## src/rtl/sad_pkg.sv

```systemverilog
// Shared widths, constants and FSM state encoding for the SAD minimum search block.
package sad_pkg;
    localparam int SAD_W = 12;
    localparam logic [SAD_W-1:0] SAD_MAX = 12'hFFF;

    typedef enum logic [1:0] {
        ST_IDLE   = 2'd0,
        ST_SEARCH = 2'd1,
        ST_DONE   = 2'd2
    } state_t;
endpackage

```

## src/rtl/sad_pos_counter.sv

```systemverilog
// Raster-order (x,y) position counter: x runs fastest and wraps into y.
module sad_pos_counter #(
    parameter int W = 16,
    parameter int H = 16
) (
    input  logic                 clk,
    input  logic                 rst_n,
    input  logic                 clear,
    input  logic                 advance,
    output logic [$clog2(W)-1:0] x,
    output logic [$clog2(H)-1:0] y,
    output logic                 last
);
    localparam int XW = $clog2(W);
    localparam int YW = $clog2(H);

    logic x_end;
    logic y_end;

    assign x_end = (x == XW'(W - 1));
    assign y_end = (y == YW'(H - 1));
    assign last  = x_end && y_end;

    always_ff @(posedge clk) begin
        if (!rst_n || clear) begin
            x <= '0;
            y <= '0;
        end else if (advance) begin
            if (x_end) begin
                x <= '0;
                y <= y_end ? '0 : y + 1'b1;
            end else begin
                x <= x + 1'b1;
            end
        end
    end
endmodule

```

## src/rtl/sad_min_search.sv

```systemverilog
// Tracks the first raster-order minimum SAD over a SEARCH_W x SEARCH_H window.
// Optional SAD_EARLY_TERM_EN: a zero SAD ends the search immediately.
//
// state     | meaning
// ST_IDLE   | waiting for start; last result stays on the outputs
// ST_SEARCH | consuming candidates, busy=1
// ST_DONE   | result offered with best_valid until best_ready
module sad_min_search
    import sad_pkg::*;
#(
    parameter int SEARCH_W = 16,
    parameter int SEARCH_H = 16
) (
    input  logic                        clk,
    input  logic                        rst_n,
    input  logic                        start,
    input  logic                        sad_valid,
    input  logic [SAD_W-1:0]            sad,
    output logic                        busy,
    output logic                        best_valid,
    input  logic                        best_ready,
    output logic [SAD_W-1:0]            best_sad,
    output logic [$clog2(SEARCH_W)-1:0] best_x,
    output logic [$clog2(SEARCH_H)-1:0] best_y
);
    localparam int XW = $clog2(SEARCH_W);
    localparam int YW = $clog2(SEARCH_H);

    state_t         state;
    state_t         state_nxt;
    logic           clear;
    logic           take;
    logic           early_hit;
    logic           last_pos;
    logic [XW-1:0]  pos_x;
    logic [YW-1:0]  pos_y;

`ifdef SAD_EARLY_TERM_EN
    assign early_hit = (sad == '0);
`else
    assign early_hit = 1'b0;
`endif

    sad_pos_counter #(
        .W (SEARCH_W),
        .H (SEARCH_H)
    ) u_pos (
        .clk     (clk),
        .rst_n   (rst_n),
        .clear   (clear),
        .advance (take),
        .x       (pos_x),
        .y       (pos_y),
        .last    (last_pos)
    );

    always_ff @(posedge clk) begin
        if (!rst_n) state <= ST_IDLE;
        else        state <= state_nxt;
    end

    // start in SEARCH wins over a coincident sad_valid; start in DONE is ignored
    always_comb begin
        state_nxt = state;
        clear     = 1'b0;
        take      = 1'b0;
        case (state)
            ST_IDLE: begin
                if (start) begin
                    clear     = 1'b1;
                    state_nxt = ST_SEARCH;
                end
            end
            ST_SEARCH: begin
                if (start) begin
                    clear = 1'b1;
                end else if (sad_valid) begin
                    take = 1'b1;
                    if (last_pos || early_hit) state_nxt = ST_DONE;
                end
            end
            ST_DONE: begin
                if (best_ready) state_nxt = ST_IDLE;
            end
            default: state_nxt = ST_IDLE;
        endcase
    end

    // Strict less-than keeps the earliest minimum and never lets SAD_MAX replace the seed
    always_ff @(posedge clk) begin
        if (!rst_n || clear) begin
            best_sad <= SAD_MAX;
            best_x   <= '0;
            best_y   <= '0;
        end else if (take && (sad < best_sad)) begin
            best_sad <= sad;
            best_x   <= pos_x;
            best_y   <= pos_y;
        end
    end

    assign busy       = (state == ST_SEARCH);
    assign best_valid = (state == ST_DONE);
endmodule

```

## config.mk

```make
export PLATFORM = sky130hd
export DESIGN_NAME = sad_min_search
export DESIGN_NICKNAME = d
export VERILOG_FILES = /design/src/rtl/sad_pkg.sv /design/src/rtl/sad_pos_counter.sv /design/src/rtl/sad_min_search.sv
export SDC_FILE = /design/constraint.sdc
export NUM_CORES = 1
export LEC_CHECK = 0
export CORE_MARGIN = 2
export CORE_UTILIZATION = 44
export DETAILED_ROUTE_END_ITERATION = 7
export DONT_BUFFER_PORTS = 1
export PLACE_DENSITY = 0.65
export SKIP_LAST_GASP = 1
export SLEW_MARGIN = 20
export SYNTH_ARGS = -nofsm -noshare
export SYNTH_HDL_FRONTEND = slang
export SYNTH_HIERARCHICAL = 1
export SYNTH_SLANG_ARGS = --single-unit
```

## constraint.sdc

```tcl
create_clock -name clk -period 4.1 [get_ports clk]
set_clock_uncertainty 0.15 [all_clocks]
set_input_delay 0.41 -clock clk [delete_from_list [all_inputs] [get_ports clk]]
set_output_delay 0.41 -clock clk [all_outputs]
set_load 0.03 [all_outputs]
```

==> results of run 1 <==
-- cell families after synthesis --
kind of cell | Yosys count | synth area share
AO/OA/AOI/OAI | 21 | 0.0979
XOR/XNOR | 2 | 0.0108
adder cells (fa/ha/maj) | 13 | 0.100
buffers and inverters | 22 | 0.0617
flip-flops | 30 | 0.370
multiplexers | 22 | 0.136
AND/OR/NAND/NOR | 75 | 0.224
-- cell type report --
| class | instances | share of cell area |
|---|---|---|
| Multi-Input combinational cell | 133 | 0.531 |
| Sequential cell | 30 | 0.346 |
| Clock buffer | 7 | 0.0497 |
| Tap cell | 48 | 0.0346 |
| Inverter | 15 | 0.0324 |
| Timing Repair Buffer | 1 | 0.00432 |
| Clock inverter | 1 | 0.00288 |
-- flip-flops by register name (all words and copies together) (netlist names) --
register  cells
best_y        4
u_pos/x       4
best_sad     12
best_x        4
state         2
u_pos/y       4
-- per-layer routing --
layer / share of wire / vias to the layer above / global-route usage
li1: - / 614 / -
met1: 0.36 / 583 / 0.161
met2: 0.55 / 23 / 0.316
met3: 0.055 / 11 / 0.0747
met4: 0.032 / 0 / 0.0931
met5: 0 / - / 0
-- critical path, cell delays in order, from the launching register on --
cell and delay [ns]:
dfxtp_1 0.55, inv_1 0.08, ha_1 0.30, a21oi_1 0.26, o211ai_4 0.11, a211oi_4 0.46
buf_4 0.35, mux2i_1 0.23
-- power by group --
part | switching, mW | internal [mW]
Combinational | 0.0222 | 0.0141
Sequential | 0.00473 | 0.294
Clock | 0.108 | 0.135
Total | 0.135 | 0.443
-- worst paths after layout --
kind                                   from        end  slack, ns  cells past startpoint
worst max-delay path            best_sad[9]  best_y[0]       1.51                      7
worst max register to register  best_sad[9]  best_y[0]       1.51                      7
worst min-delay path                  rst_n   state[1]       0.12                      1
worst min register to register   u_pos/y[3]  best_y[3]       0.35                      2
-- cells in the final DEF, fill, tap and decap left out, types with 2 or more instances in the layout --
master / netlist / final
ha_1: 13 / 13
inv_1: 15 / 15
a21oi_1: 12 / 12
dfxtp_1: 30 / 30
nand3_1: 3 / 3
nand2_1: 26 / 26
nor2_1: 30 / 30
clkbuf_8: 0 / 6
mux2i_1: 22 / 22
xor2_1: 2 / 2
nand4_1: 2 / 2
nand2b_1: 3 / 3
o21ai_0: 2 / 2
==> out/results.ini, run 1 <==
[clock_network]
cts_tree=built
cts.repair.resized=0
postCtsSetupRepairBufs=0
ctsHtreeMaxLevel=2
cts_sinks=30
clock_latency_ns=0.28
clkTransAtPathRegs_ns=0.06
clock-root-buffer=clkbuf_8
cts_buffer_depth=2
cts_buffers=5
cts-hold-fix-buffers=0

[yosys]
synth_area_leader_cell=dfxtp_1
synthTopCellsByCount=dfxtp_1, nor2_1, nand2_1
synth.distinct_cells=34
synth_seq_cells=30
syn_nets=215
synthTopCellsByArea=dfxtp_1, mux2i_1, ha_1
ys.warnings.count=6
synth_edf_count=0
seq_area_frac_synth=0.370
synth_area_per_cell_um2=8.77
synth_flop_cell=dfxtp_1
syn_area_mm2=0.00162
async_reset_ff_frac=0
syn-instance-count=185
yosysTopAreaCellShare=0.370

[die]
start_util=0.450
core_mm2=0.00361
io_pins=39
fp.dieArea_mm2=0.00419
fp-row-count=22
die_x_um=64.7
die_y_um=64.7

[final_layout]
fillers=340
syn_to_final_growth_pct=7.09
fin_util=0.482
register_area_um2=601
finalNonFillerCells=235
diodes=0
drive_gt1_frac=0.0963
multi_input_area_um2=922
nNetsFinal=216
stdcell_area_mm2=0.00174

[setup_path]
critical_path_class=flip-flop to flip-flop
crit_required_ns=4.16
critical_path_arrival_ns=2.64
end_kind=flip-flop
startpoint_type=flip-flop
path_max_fanout=14

[detailed_routing]
firstDrtPassIters=4
antenna_left=0
drc=0
wl_per_cell_um=13.6
drtIter0Drc=31
routed_via_density=5.24
wirelength_um=3200
dr_total_vias=1231

[placed_design]
place_inst=227
portBuffers=0
gp_congestion=0.731
dpl.hpwl_um=2560
pre_cts_slack_ns=1.52
placed_cell_area_mm2=0.00165

[grt]
grt_pass1_wl_um=5490
grt_max_degree=25
antenna_found_initial=0
grt_util_all_layers=0.173
gr-total-overflow=0
grt_pass1_vias=1247

[power]
p_leak_nw=0.768
pwr_density_cell_mw_per_mm2=333
ir_drop_uv=166
power_mw=0.578

[timing]
max_freq_mhz=387
drv_slew=0
period_minus_slack_ns=2.59
worstMarginPinSlew_ns=0.703
whs_ns=0.123
tns_ns=0
timing.final.crit_share=0.631
fin_ws_ns=1.51
grt_setup_unrepaired=no
hold_violations=0
setup_violations=0
slew_headroom=0.530

[status]
status=finished clean

[worst_hold_path]
hold_class=input pin to flip-flop

[job]
drv_cap=0

(Power assumes the default switching activity.)
==> inputs of run 2 (changes only) <==
Settings changed: PLACE_DENSITY 0.65 to 0.67.
Clock period 4.1 ns to 2.2 ns, I/O delays scaled along.
==> run 2 against run 1 <==
Net effect: sequential power is 85% higher; worst setup slack worse by 1.3 ns; highest routed layer unchanged; critical endpoint is now best_x[0]; global-route usage is 0.46 points lower; clock power is 88% higher.
==> out/results.ini, run 2 (synthesis gave the netlist of run 1 again) <==
[status]
status=finished clean

[timing]
period_minus_slack_ns=1.96
slew_headroom=0.512
timing.final.crit_share=0.890
tns_ns=0
max_freq_mhz=511
setup_violations=0
whs_ns=0.0231
grt_setup_unrepaired=no
drv_slew=0
fin_ws_ns=0.243
worstMarginPinSlew_ns=0.730
hold_violations=0

[grt]
gr-total-overflow=0
grt_pass1_wl_um=5400
grt_max_degree=25
antenna_found_initial=0
grt_util_all_layers=0.168
grt_pass1_vias=1281

[detailed_routing]
m1WireLength_um=1460
antenna_left=0
drtIter0Drc=34
wirelength_um=3230
wl_per_cell_um=12.3
top_layer=met4
routed_via_density=4.90
firstDrtPassIters=4
wl_met3_um=162
dr_total_vias=1290
drc=0
route.met2.wl_um=1580

[clock_network]
cts_buffers=5
postCtsSetupRepairBufs=0
cts_buffer_depth=2
cts.repair.resized=0
cts_sinks=30
clock_latency_ns=0.28
ctsHtreeMaxLevel=2
clock-root-buffer=clkbuf_8
clkTransAtPathRegs_ns=0.07
cts_tree=built

[placed_design]
pre_cts_slack_ns=0.263
dpl.hpwl_um=2170
gp_congestion=0.688
portBuffers=0

[final_layout]
drive_gt1_frac=0.149
mostFrequentLayoutCells=nor2_1, dfxtp_1, nand2_1
diodes=0
fillers=343
syn_to_final_growth_pct=22.2
top_register=best_sad
nNetsFinal=244
largest_reg_flops=12

[setup_path]
startpoint_type=flip-flop
critical_path_class=flip-flop to flip-flop
reg2regPathDepth=7
worstReg2RegStart=best_sad[9]
end_kind=flip-flop
critPathLaunch=best_sad[9]
crit_required_ns=2.26
critical_path_arrival_ns=2.01
path_max_fanout=13

[power]
pwr_density_cell_mw_per_mm2=559
p_leak_nw=0.887
ir_drop_uv=373

[die]
die_x_um=64.7
core_mm2=0.00361
start_util=0.450
io_pins=39
die_y_um=64.7
fp-row-count=22
fp.dieArea_mm2=0.00419

[worst_hold_path]
holdPathStages=3
hold_class=input pin to flip-flop
hp-start=best_ready

[job]
drv_cap=0

[run 2: cell types whose count changed in the layout (fill, tap and decap cells not counted)]
cell and change:
dlygate4sd3_1 +14, buf_4 +14
[run 2: worst max-delay path, stage by stage (launching register included)]
cell and delay, ns:
dfxtp_1 0.32, inv_1 0.04, ha_1 0.28, a21oi_1 0.25, o211ai_4 0.11, a211oi_4 0.23, buf_4 0.29, mux2i_1 0.21
[run 2: path summary, 6_finish.rpt]
kind                to  slack (ns)
max          best_x[0]        0.24
min           state[1]        0.02
max reg2reg  best_x[0]        0.24
min reg2reg  best_y[2]        0.36
[run 2: where the power goes]
part	switching, mW	internal, mW	total [mW]
Clock	0.206	0.252	0.458
Sequential	0.00265	0.547	0.550
Combinational	0.0533	0.0477	0.101
[run 2: per-layer routing]
metal,track usage,up-vias
li1,-,670
met2,0.299,24
met1,0.177,592
met4,0.0479,0
met3,0.0781,4
met5,0,-
[run 2: through the flow]
stage	power [mW]	std cells	instance area, um2	util
global placement	0.642	241	1750	0.486
detailed placement	0.642	241	1750	0.486
floorplan	0.629	185	1620	-
global route	1.17	263	1980	0.550
finish	1.11	263	1980	0.550
CTS	1.13	263	1980	0.550
[run 2: cell type report]
| type | instances | area [um2] | share of cell area |
|---|---|---|---|
| inverters | 15 | 56.3 | 0.0284 |
| multi-input cells | 133 | 922 | 0.465 |
| clock buffers | 7 | 86.3 | 0.0435 |
| well taps | 48 | 60.1 | 0.0303 |
| repair buffers | 29 | 253 | 0.127 |
| flip-flops and latches | 30 | 601 | 0.303 |
| clock inverters | 1 | 5.00 | 0.00252 |
[run 2: repair_timing]
item	in CTS	in global routing
hold endpoints to repair	14	0
hold buffers	14	0
setup endpoints to repair	0	0
==> inputs of run 3 (changes only) <==
Settings changed: CORE_UTILIZATION 44 to 47, PLACE_DENSITY 0.67 to 0.7.
==> run 3 against run 2 <==
Net effect: combinational power about the same; sequential share of layout area increased by 0.37 points; die area decreased by 6.0%; cell count decreased by 0.38%; critical path type unchanged; final area decreased by 1.2%; routed wire length increased by 2.2%; via count increased by 2.2%; critical endpoint is now best_y[3]; core utilization increased by 3.7 points.
==> out/results.ini, run 3 (synthesis gave the netlist of run 1 again) <==
[power]
pwr_density_cell_mw_per_mm2=508
p_leak_nw=0.881
ir_drop_uv=293

[detailed_routing]
firstDrtPassIters=4
dr_total_vias=1318
wl_per_cell_um=12.6
wirelength_um=3300
drtIter0Drc=37
routed_via_density=5.03
antenna_left=0
drc=0

[placed_design]
gp_congestion=0.753
portBuffers=0
pre_cts_slack_ns=0.262
place_inst=239
dpl.hpwl_um=2430

[final_layout]
mostFrequentLayoutCells=nor2_1, dfxtp_1, nand2_1
nNetsFinal=245
top_register=best_sad
finalNonFillerCells=262
syn_to_final_growth_pct=20.7
drive_gt1_frac=0.148
largest_reg_flops=12
diodes=0

[die]
core_mm2=0.00334
die_y_um=62.8
die_x_um=62.8
start_util=0.486
io_pins=39
fp-row-count=21
fp.dieArea_mm2=0.00394

[setup_path]
crit_chain=inv_1, ha_1, a21oi_1, o21ai_2, a211oi_4, buf_4, mux2i_1
crit_required_ns=2.31
crit_family=compound AO/OA/AOI/OAI gates
critical_path_arrival_ns=2.07
critical_path_class=flip-flop to flip-flop
cpPeakStageDelay_ns=0.36
crit_buf_inv=2
crit_slowest_cell=dfxtp_1
end_kind=flip-flop
path_max_fanout=11
startpoint_type=flip-flop

[timing]
grt_setup_unrepaired=no
max_freq_mhz=512
worstMarginPinSlew_ns=0.717
hold_violations=0
setup_violations=0
fin_ws_ns=0.247
period_minus_slack_ns=1.95
drv_slew=0
slew_headroom=0.521
timing.final.crit_share=0.888
tns_ns=0

[job]
drv_cap=0

[clock_network]
cts_sinks=30
cts_tree=built
clkTransAtPathRegs_ns=0.10
postCtsSetupRepairBufs=0
cts_buffers=5
cts_buffer_depth=2
clock-root-buffer=clkbuf_4
cts.repair.resized=0
ctsHtreeMaxLevel=2
clock_latency_ns=0.33

[grt]
grt_util_all_layers=0.187
gr-total-overflow=0
grt_pass1_vias=1399
grt_max_degree=25
antenna_found_initial=0
grt_pass1_wl_um=5830

[worst_hold_path]
hold_class=input pin to flip-flop

[status]
status=finished clean

run 3: changes by cell type in the layout (fill, tap and decap cells not counted), sizes merged:
cell and delta:
dlygate4sd3 +1
run 3: per-layer routing:
metal  part of all wire  GRT usage  wire (um)
met5                  0          0          0
met4              0.012     0.0583         40
met3              0.057     0.0721        189
met1               0.42      0.191       1380
met2               0.51      0.349       1690
run 3: final cells by class:
class / instances / area [um2]
inverters: 15 / 56.3
repair buffers: 30 / 263
clock inverters: 1 / 5.00
multi-input cells: 133 / 922
flip-flops and latches: 30 / 601
well taps: 46 / 57.6
clock buffers: 7 / 55.1
fillers: 279 / 1380
run 3: tightest hold or removal path: cells and delay by family:
family             cells  cell delay [ns]
AOI/OAI and AO/OA      1             0.14
and+or+nand+nor        2             0.09
run 3: final timing paths:
kind	startpoint	end	slack, ns	cells past startpoint
max	best_sad[3]	best_y[3]	0.25	7
min	sad_valid	state[0]	0.03	3
max reg2reg	best_sad[3]	best_y[3]	0.25	7
min reg2reg	u_pos/y[2]	best_y[2]	0.35	2
run 3: power breakdown:
part / internal [mW] / switching (mW)
clock network: 0.155 / 0.191
logic: 0.0478 / 0.0530
registers: 0.547 / 0.00264
total: 0.749 / 0.246
run 3: per-stage QoR:
step	total power, mW	utilization	hold WS (ns)	instance area [um2]
final	0.996	0.587	0.0254	1960
after floorplan	0.629	-	0.198	1620
after global routing	1.05	0.587	0.0266	1960
after global placement	0.639	0.524	0.205	1750
after CTS	1.01	0.587	0.00296	1960
after detailed placement	0.643	0.524	0.227	1750
run 3: what timing repair did:
action                                  CTS  global route
endpoints found under the setup margin    0             0
hold endpoints to repair                 14             0
hold buffers                             15             0
